==> src/rtl/frame_rd_ctrl.sv <==
// frame_rd_ctrl: scans one frame out of a synchronous frame memory
// into a valid/ready pixel stream through a 2-entry output buffer.
//
// Ports:
//   clk, reset       clock, asynchronous active-low reset
//   start            request to scan out one frame (sampled in IDLE)
//   rd_en, rd_addr   active-low memory read enable and address
//   rd_data          memory data, valid one cycle after a read edge
//   pix_data/valid   downstream word and its valid
//   pix_ready        downstream accept
//   pix_last         final word of the frame
//   busy             frame in progress (RUN or DRAIN)
//   frame_done       one-cycle pulse after the last word is accepted
module frame_rd_ctrl #(
    parameter int DATA_WIDTH = 16,
    parameter int ADDR_WIDTH = 3,
    parameter int FRAME_LEN  = 8
) (
    input  logic                  clk,
    input  logic                  reset,
    input  logic                  start,
    output logic                  rd_en,
    output logic [ADDR_WIDTH-1:0] rd_addr,
    input  logic [DATA_WIDTH-1:0] rd_data,
    output logic [DATA_WIDTH-1:0] pix_data,
    output logic                  pix_valid,
    input  logic                  pix_ready,
    output logic                  pix_last,
    output logic                  busy,
    output logic                  frame_done
);

    typedef enum logic [1:0] {
        IDLE,
        RUN,
        DRAIN
    } state_t;

    localparam logic [ADDR_WIDTH-1:0] LAST_ADDR =
        ADDR_WIDTH'(FRAME_LEN - 1);

    state_t                  state;
    logic [ADDR_WIDTH-1:0]   addr_q;
    logic                    pend;
    logic                    pend_last;
    logic [1:0]              count;
    logic [DATA_WIDTH-1:0]   b0_data;
    logic [DATA_WIDTH-1:0]   b1_data;
    logic                    b0_last;
    logic                    b1_last;

    logic                    pop;
    logic                    push;
    logic                    room;
    logic                    issue;

    assign pop  = (count != 2'd0) && pix_ready;
    assign push = pend;

    // A word leaving the buffer on this edge frees its slot, which is
    // what lets the stream run at one word per cycle. A full buffer
    // never issues, even while draining.
    always_comb begin
        room = 1'b0;
        case (count)
            2'd0:    room = 1'b1;
            2'd1:    room = !pend || pop;
            default: room = 1'b0;
        endcase
    end

    assign issue     = (state == RUN) && room;
    assign rd_en     = !issue;
    assign rd_addr   = addr_q;
    assign pix_valid = (count != 2'd0);
    assign pix_data  = b0_data;
    assign pix_last  = pix_valid && b0_last;
    assign busy      = (state != IDLE);

    always_ff @(posedge clk or negedge reset) begin
        if (!reset) begin
            state      <= IDLE;
            addr_q     <= '0;
            pend       <= 1'b0;
            pend_last  <= 1'b0;
            count      <= 2'd0;
            b0_data    <= '0;
            b1_data    <= '0;
            b0_last    <= 1'b0;
            b1_last    <= 1'b0;
            frame_done <= 1'b0;
        end else begin
            frame_done <= 1'b0;
            pend       <= issue;
            pend_last  <= issue && (addr_q == LAST_ADDR);

            case (state)
                IDLE: begin
                    if (start) begin
                        state  <= RUN;
                        addr_q <= '0;
                    end
                end
                RUN: begin
                    if (issue) begin
                        // Counter is cleared rather than wrapped so a
                        // full-address-space frame leaves no residue.
                        if (addr_q == LAST_ADDR) begin
                            state  <= DRAIN;
                            addr_q <= '0;
                        end else begin
                            addr_q <= addr_q + 1'b1;
                        end
                    end
                end
                DRAIN: begin
                    if (pop && b0_last) begin
                        state      <= IDLE;
                        frame_done <= 1'b1;
                    end
                end
                default: state <= IDLE;
            endcase

            case (count)
                2'd0: begin
                    if (push) begin
                        b0_data <= rd_data;
                        b0_last <= pend_last;
                        count   <= 2'd1;
                    end
                end
                2'd1: begin
                    if (push && pop) begin
                        b0_data <= rd_data;
                        b0_last <= pend_last;
                    end else if (push) begin
                        b1_data <= rd_data;
                        b1_last <= pend_last;
                        count   <= 2'd2;
                    end else if (pop) begin
                        count   <= 2'd0;
                    end
                end
                default: begin
                    if (pop) begin
                        b0_data <= b1_data;
                        b0_last <= b1_last;
                        if (push) begin
                            b1_data <= rd_data;
                            b1_last <= pend_last;
                        end else begin
                            count   <= 2'd1;
                        end
                    end
                end
            endcase
        end
    end

endmodule

==> config.mk <==
export PLATFORM = sky130hd
export DESIGN_NAME = frame_rd_ctrl
export DESIGN_NICKNAME = d
export VERILOG_FILES = /design/src/rtl/frame_rd_ctrl.sv
export SDC_FILE = /design/constraint.sdc
export NUM_CORES = 1
export LEC_CHECK = 0
export ABC_AREA = 1
export BUFFER_PORTS_ARGS = -buffer_cell sky130_fd_sc_hd__clkbuf_2
export CAP_MARGIN = 5
export CELL_PAD_IN_SITES_DETAIL_PLACEMENT = 0
export CELL_PAD_IN_SITES_GLOBAL_PLACEMENT = 2
export CORE_ASPECT_RATIO = 0.5
export CORE_MARGIN = 1
export CORE_UTILIZATION = 34
export DETAILED_ROUTE_END_ITERATION = 8
export MAX_ROUTING_LAYER = met4
export PLACE_DENSITY_LB_ADDON = 0.1
export SYNTH_ARGS = -nofsm -noshare
export SYNTH_HDL_FRONTEND = slang
export SYNTH_SLANG_ARGS = --single-unit
export TNS_END_PERCENT = 20
==> constraint.sdc <==
create_clock -name clk -period 2 [get_ports clk]
set_input_delay 0.4 -clock clk [delete_from_list [all_inputs] [get_ports clk]]
set_output_delay 0.4 -clock clk [all_outputs]
set_load 0.02 [all_outputs]
# [Yosys cells after proc, flatten, opt, wreduce, memory -nomap -nowiden]
# Cells that the tools add are included.
[word_totals] register_bits=44 in_bits=20
[classes] mux=35 reduce_logical=21 n_bitwise=1 eq_ne=13 addsub=1
[op_table] op="$mux W16" n=6
[op_table] op="$pmux W16 S2" n=2
[op_table] op="$mux W2" n=10
[op_table] op="$ne A2 B2 Y1 const B" n=6
[op_table] op="$mux W3" n=3
[op_table] op="$reduce_and A3 Y1" n=3
[op_table] op="$mux W1" n=8
[op_table] op="$reduce_bool A2 Y1" n=4
[op_table] op="$logic_and A1 B1 Y1" n=6
[op_table] op="$pmux W1 S2" n=3
[op_table] op="$pmux W2 S3" n=1
[op_table] op="$pmux W3 S2" n=1
[op_table] op="$reduce_and A5 Y1" n=1
[op_table] op="$eq A2 B1 Y1 const B" n=2
[op_table] op="$logic_not A2 Y1" n=2
[op_table] op="$pmux W2 S2" n=1
[op_table] op="$reduce_and A4 Y1" n=1
[op_table] op="$add A3 B1 Y3 const B" n=1
[op_table] op="$eq A3 B3 Y1 const B" n=1
[op_table] op="$ne A3 B1 Y1 const B" n=1
[op_table] op="$ne A3 B3 Y1 const B" n=1
[op_table] op="$reduce_bool A3 Y1" n=1
[op_table] op="$eq A2 B2 Y1 const B" n=1
[op_table] op="$logic_not A1 Y1" n=2
[op_table] op="other kinds (3)" n=3

# [Depth between registers and ports, before layout]
[depth] word_depth=7 depth_mapped=8 ltp_nobuf=7

# [Least setup slack after synthesis]
# No wires, ideal clock.
[synth_path] kind="reg2out" from="reg count[1]" to="out pix_last" arrival_ps=1111 path_buffers=2 t_required_ps=1600 stages_incl_launch_ff=5 setup_slack_ps=489 cell_sequence="dfrtp_1 inv_2 buf_6 clkbuf_1 a21oi_1"
[synth_via] elab_chain_len=2
[synth_rtl] element="from (decl)" line="46" text="logic [1:0] count;"
[synth_rtl] element="from (signal assigned)" line="86" text="count <= 2'd0;"
[synth_rtl] element="from (signal assigned)" line="130" text="count <= 2'd1;"
[synth_rtl] element="from (signal assigned)" line="140" text="count <= 2'd2;"
[synth_rtl] element="$reduce_bool A2 Y1" line="75" text="assign pix_valid = (count != 2'd0);"
[synth_rtl] element="$logic_and A1 B1 Y1" line="77" text="assign pix_last = pix_valid && b0_last;"
[synth_rtl] element="to (decl)" line="28" text="output logic pix_last,"
# Every way passes these cells.

# [Worst setup path after layout]
[layout_path] from="reg count[1]" to="out rd_en"
[layout_via] elab_chain_len=6
[layout_rtl] element="$reduce_bool A2 Y1" line="57" text="assign pop = (count != 2'd0) && pix_ready;"
[layout_rtl] element="$logic_and A1 B1 Y1" line="57"
[layout_rtl] element="$logic_or A1 B1 Y1" line="67" text="2'd1: room = !pend || pop;"
[layout_rtl] element="$pmux W1 S2 *" line="65" text="case (count)"
[layout_rtl] element="$logic_and A1 B1 Y1 *" line="72" text="assign issue = (state == RUN) && room;"
[layout_rtl] element="via issue" line="55" text="logic issue;"
[layout_rtl] element="$logic_not A1 Y1 *" line="73" text="assign rd_en = !issue;"
[layout_rtl] element="to (decl)" line="22" text="output logic rd_en,"
# Mark *: on every way through the listed nets, which the timed path passes. The rest lies on a longest branch.

==> flow_summary_export.csv <==
group,metric,value,unit
cells_and_area,syn_to_final_growth,21.02,%
synth,ys_warn_count,0,
clocking,cts_buffers,5,
clocking,clk_path_buf_depth,2,
cells_and_area,layout_common_cells,"nand2_1, dfrtp_1, clkbuf_2, o21ai_0, inv_1",
power,switching_power,1622,uW
clocking,cts.reportedPaths.clkPinSlew,60,ps
die,rows,19,
power,combPwrFrac,42.3,%
cells_and_area,n_antenna_cell,0,
timing,period_share,89.41,%
setup_path,start_kind,"flop",
hold_path,hold_path.class,"primary input to async pin",
drt,ant_nets,0,
clocking,cts_tree,"done",
placed_design,portBuffers,43,
setup_path,critPathRequiredTime,1600,ps
status,status,"completed",
timing,fin_skew,2.208,ps
die,die_area,6085,sq um
power,switching_share,41.58,%
grt,grt_use_total,15.12,%
clocking,postCtsSetupRepairBufs,0,
cells_and_area,num-nets-final,291,
setup_path,rr_worst_depth,6,
placed_design,hpwl,2739,microns
timing,slew_viol_final,0,
die,dieWidth,109.3,microns
power,p_leak,0.001253,uW
setup_path,worstReg2RegEnd,"pix_data[3]",
synth,synthCells,224,
drt,vias_per_cell,4.456,
synth,syn-num-nets,246,
power,p_clk_share,19.7,%
setup_path,path_max_fanout,8,
job,cap_violations,0,
clocking,root_buffer,"clkbuf_16",
clocking,hold_buffers,0,
power,seqPwrFrac,38.0,%
drt,firstDrtPassIters,4,
timing,hold_violations,0,
setup_path,reg2reg_slack,570,ps
drt,wl_per_cell,11.61,microns
power,power_density,1646,nW/um^2
setup_path,arrival,1390,ps
setup_path,end_kind,"output pin",
setup_path,worstSetupPathType,"flop to output pin",
setup_path,rr_startpoint,"count[1]",
timing,setup_viol,0,
clocking,insertion_delay,280,ps
placed_design,dp.cells,335,
clocking,clock-sinks,44,
cells_and_area,final_cells,342,
timing,setup_tns,0,ps
power,p_int,2279,uW
timing,fmax,559.2,MHz
timing,slew_headroom,70.13,%
drt,drc,0,
grt,antenna_found_initial,0,
grt,grt-ovfl-total,0,
die,io_pins,44,
drt,dr_total_vias,1524,
synth,synth.distinct_cells,22,
timing,whs,53.26,ps
timing,rsz0062_at_grt,"no",
grt,grt_pass1_vias,1458,
die,coreArea,5515,sq um
grt,grt_pass1_wl,6789,microns
clocking,post_cts_resized,0,
placed_design,gp_congestion,0.6826,
die,fp.dieH,55.66,microns
power,vdd_ir_drop_max,0.6192,mV
timing,worst_pin_slew,448.1,ps
synth,syn_area,1958,sq um
drt,drtIter0Drc,68,
clocking,htreeDepth,2,
synth,syn_area_per_cell,8.742,sq um
synth,ys_ff_latch,44,
grt,grt_max_degree,35,
die,initial_core_util,35.50,%
synth,synth_seq_area_share,56.23,%
drt,wl,3970,microns
timing,period_minus_slack,1788,ps
cells_and_area,final_common_cell,"nand2_1",
cells_and_area,drive_above_1_share,23.05,%
## cells by family after synthesis
kind of cell,after synthesis,share of synthesized area [%]
and+or+nand+nor,79,16.29
buffers and inverters,37,8.562
AOI/OAI and AO/OA,62,17.64
DFF,44,56.23
adders and majority gates,2,1.278
## sequential cells by signal (all words and copies together) (netlist names)
name and cells:
count 2, pend 1, b1_last 1, b0_last 1, pix_data 16, rd_addr 3
pend_last 1, frame_done 1, b1_data 16, state 2
## through the flow
stage	util (%)	total power [uW]	instance area, sq um	setup WS (ps)
final	42.97	3900	2370	211.8
after global routing	42.97	4249	2370	91.57
after CTS	42.97	3968	2370	201.3
after detailed placement	40.54	3178	2236	400.0
after global placement	40.54	3143	2236	426.8
after floorplan	-	2748	1958	488.5
## synthesized netlist by cell type
cell type,instances,area [sq um]
o22ai_1,1,6.260
buf_6,3,33.78
inv_1,25,93.84
buf_2,2,10.01
nor2_1,21,78.83
o211ai_2,1,12.51
buf_4,1,7.510
nand2_1,50,187.7
nor2_4,1,11.26
a22oi_1,1,7.510
nand2_4,1,11.26
clkbuf_1,4,15.01
inv_2,2,7.510
nand3_1,4,20.02
a21oi_2,1,8.760
o21ai_2,1,8.760
nor3_1,2,10.01
a21oi_1,20,100.1
ha_1,2,25.02
dfrtp_1,44,1101
a22oi_4,1,21.27
o21ai_0,36,180.2
## routing by layer
metal  GRT usage (%)  vias to the layer above  routed length, microns
met5               -                        -                       0
met4           4.571                        0                      45
met3           4.567                        8                     153
met2           22.46                       28                    1716
met1           19.91                      679                    2054
li1                -                      809                       -
## area by class of cell
type | count | area, sq um
clock buffer | 6 | 128.9
timing repair buffer | 48 | 252.7
multi-input combinational | 143 | 689.4
fill | 561 | 3146
sequential | 44 | 1101
inverter | 27 | 101.3
tap | 73 | 91.34
clock inverter | 1 | 5.005
## critical path: stages, from the launching register on
cell	delay, ps
dfrtp_1	410
inv_2	190
nand2_1	150
nor2_4	130
inv_1	70
clkbuf_2	150
## worst max-delay path by stage
stage / startpoint / end
4_1_cts: count[1] / rd_en
6_report: count[1] / rd_en
3_5_place_dp: pix_ready / rd_en
5_1_grt: count[1] / rd_en
3_3_place_gp: pix_ready / rd_en
2_1_floorplan: count[1] / pix_last
## power by group through the flow
stage | clock network, uW | logic, uW | registers (uW)
global placement | 0 | 1660 | 1480
CTS | 798 | 1690 | 1490
global route | 832 | 1880 | 1540
finish | 769 | 1650 | 1480
floorplan | 0 | 1060 | 1680
detailed placement | 0 | 1680 | 1500
Power figures use the tool's default switching activity.
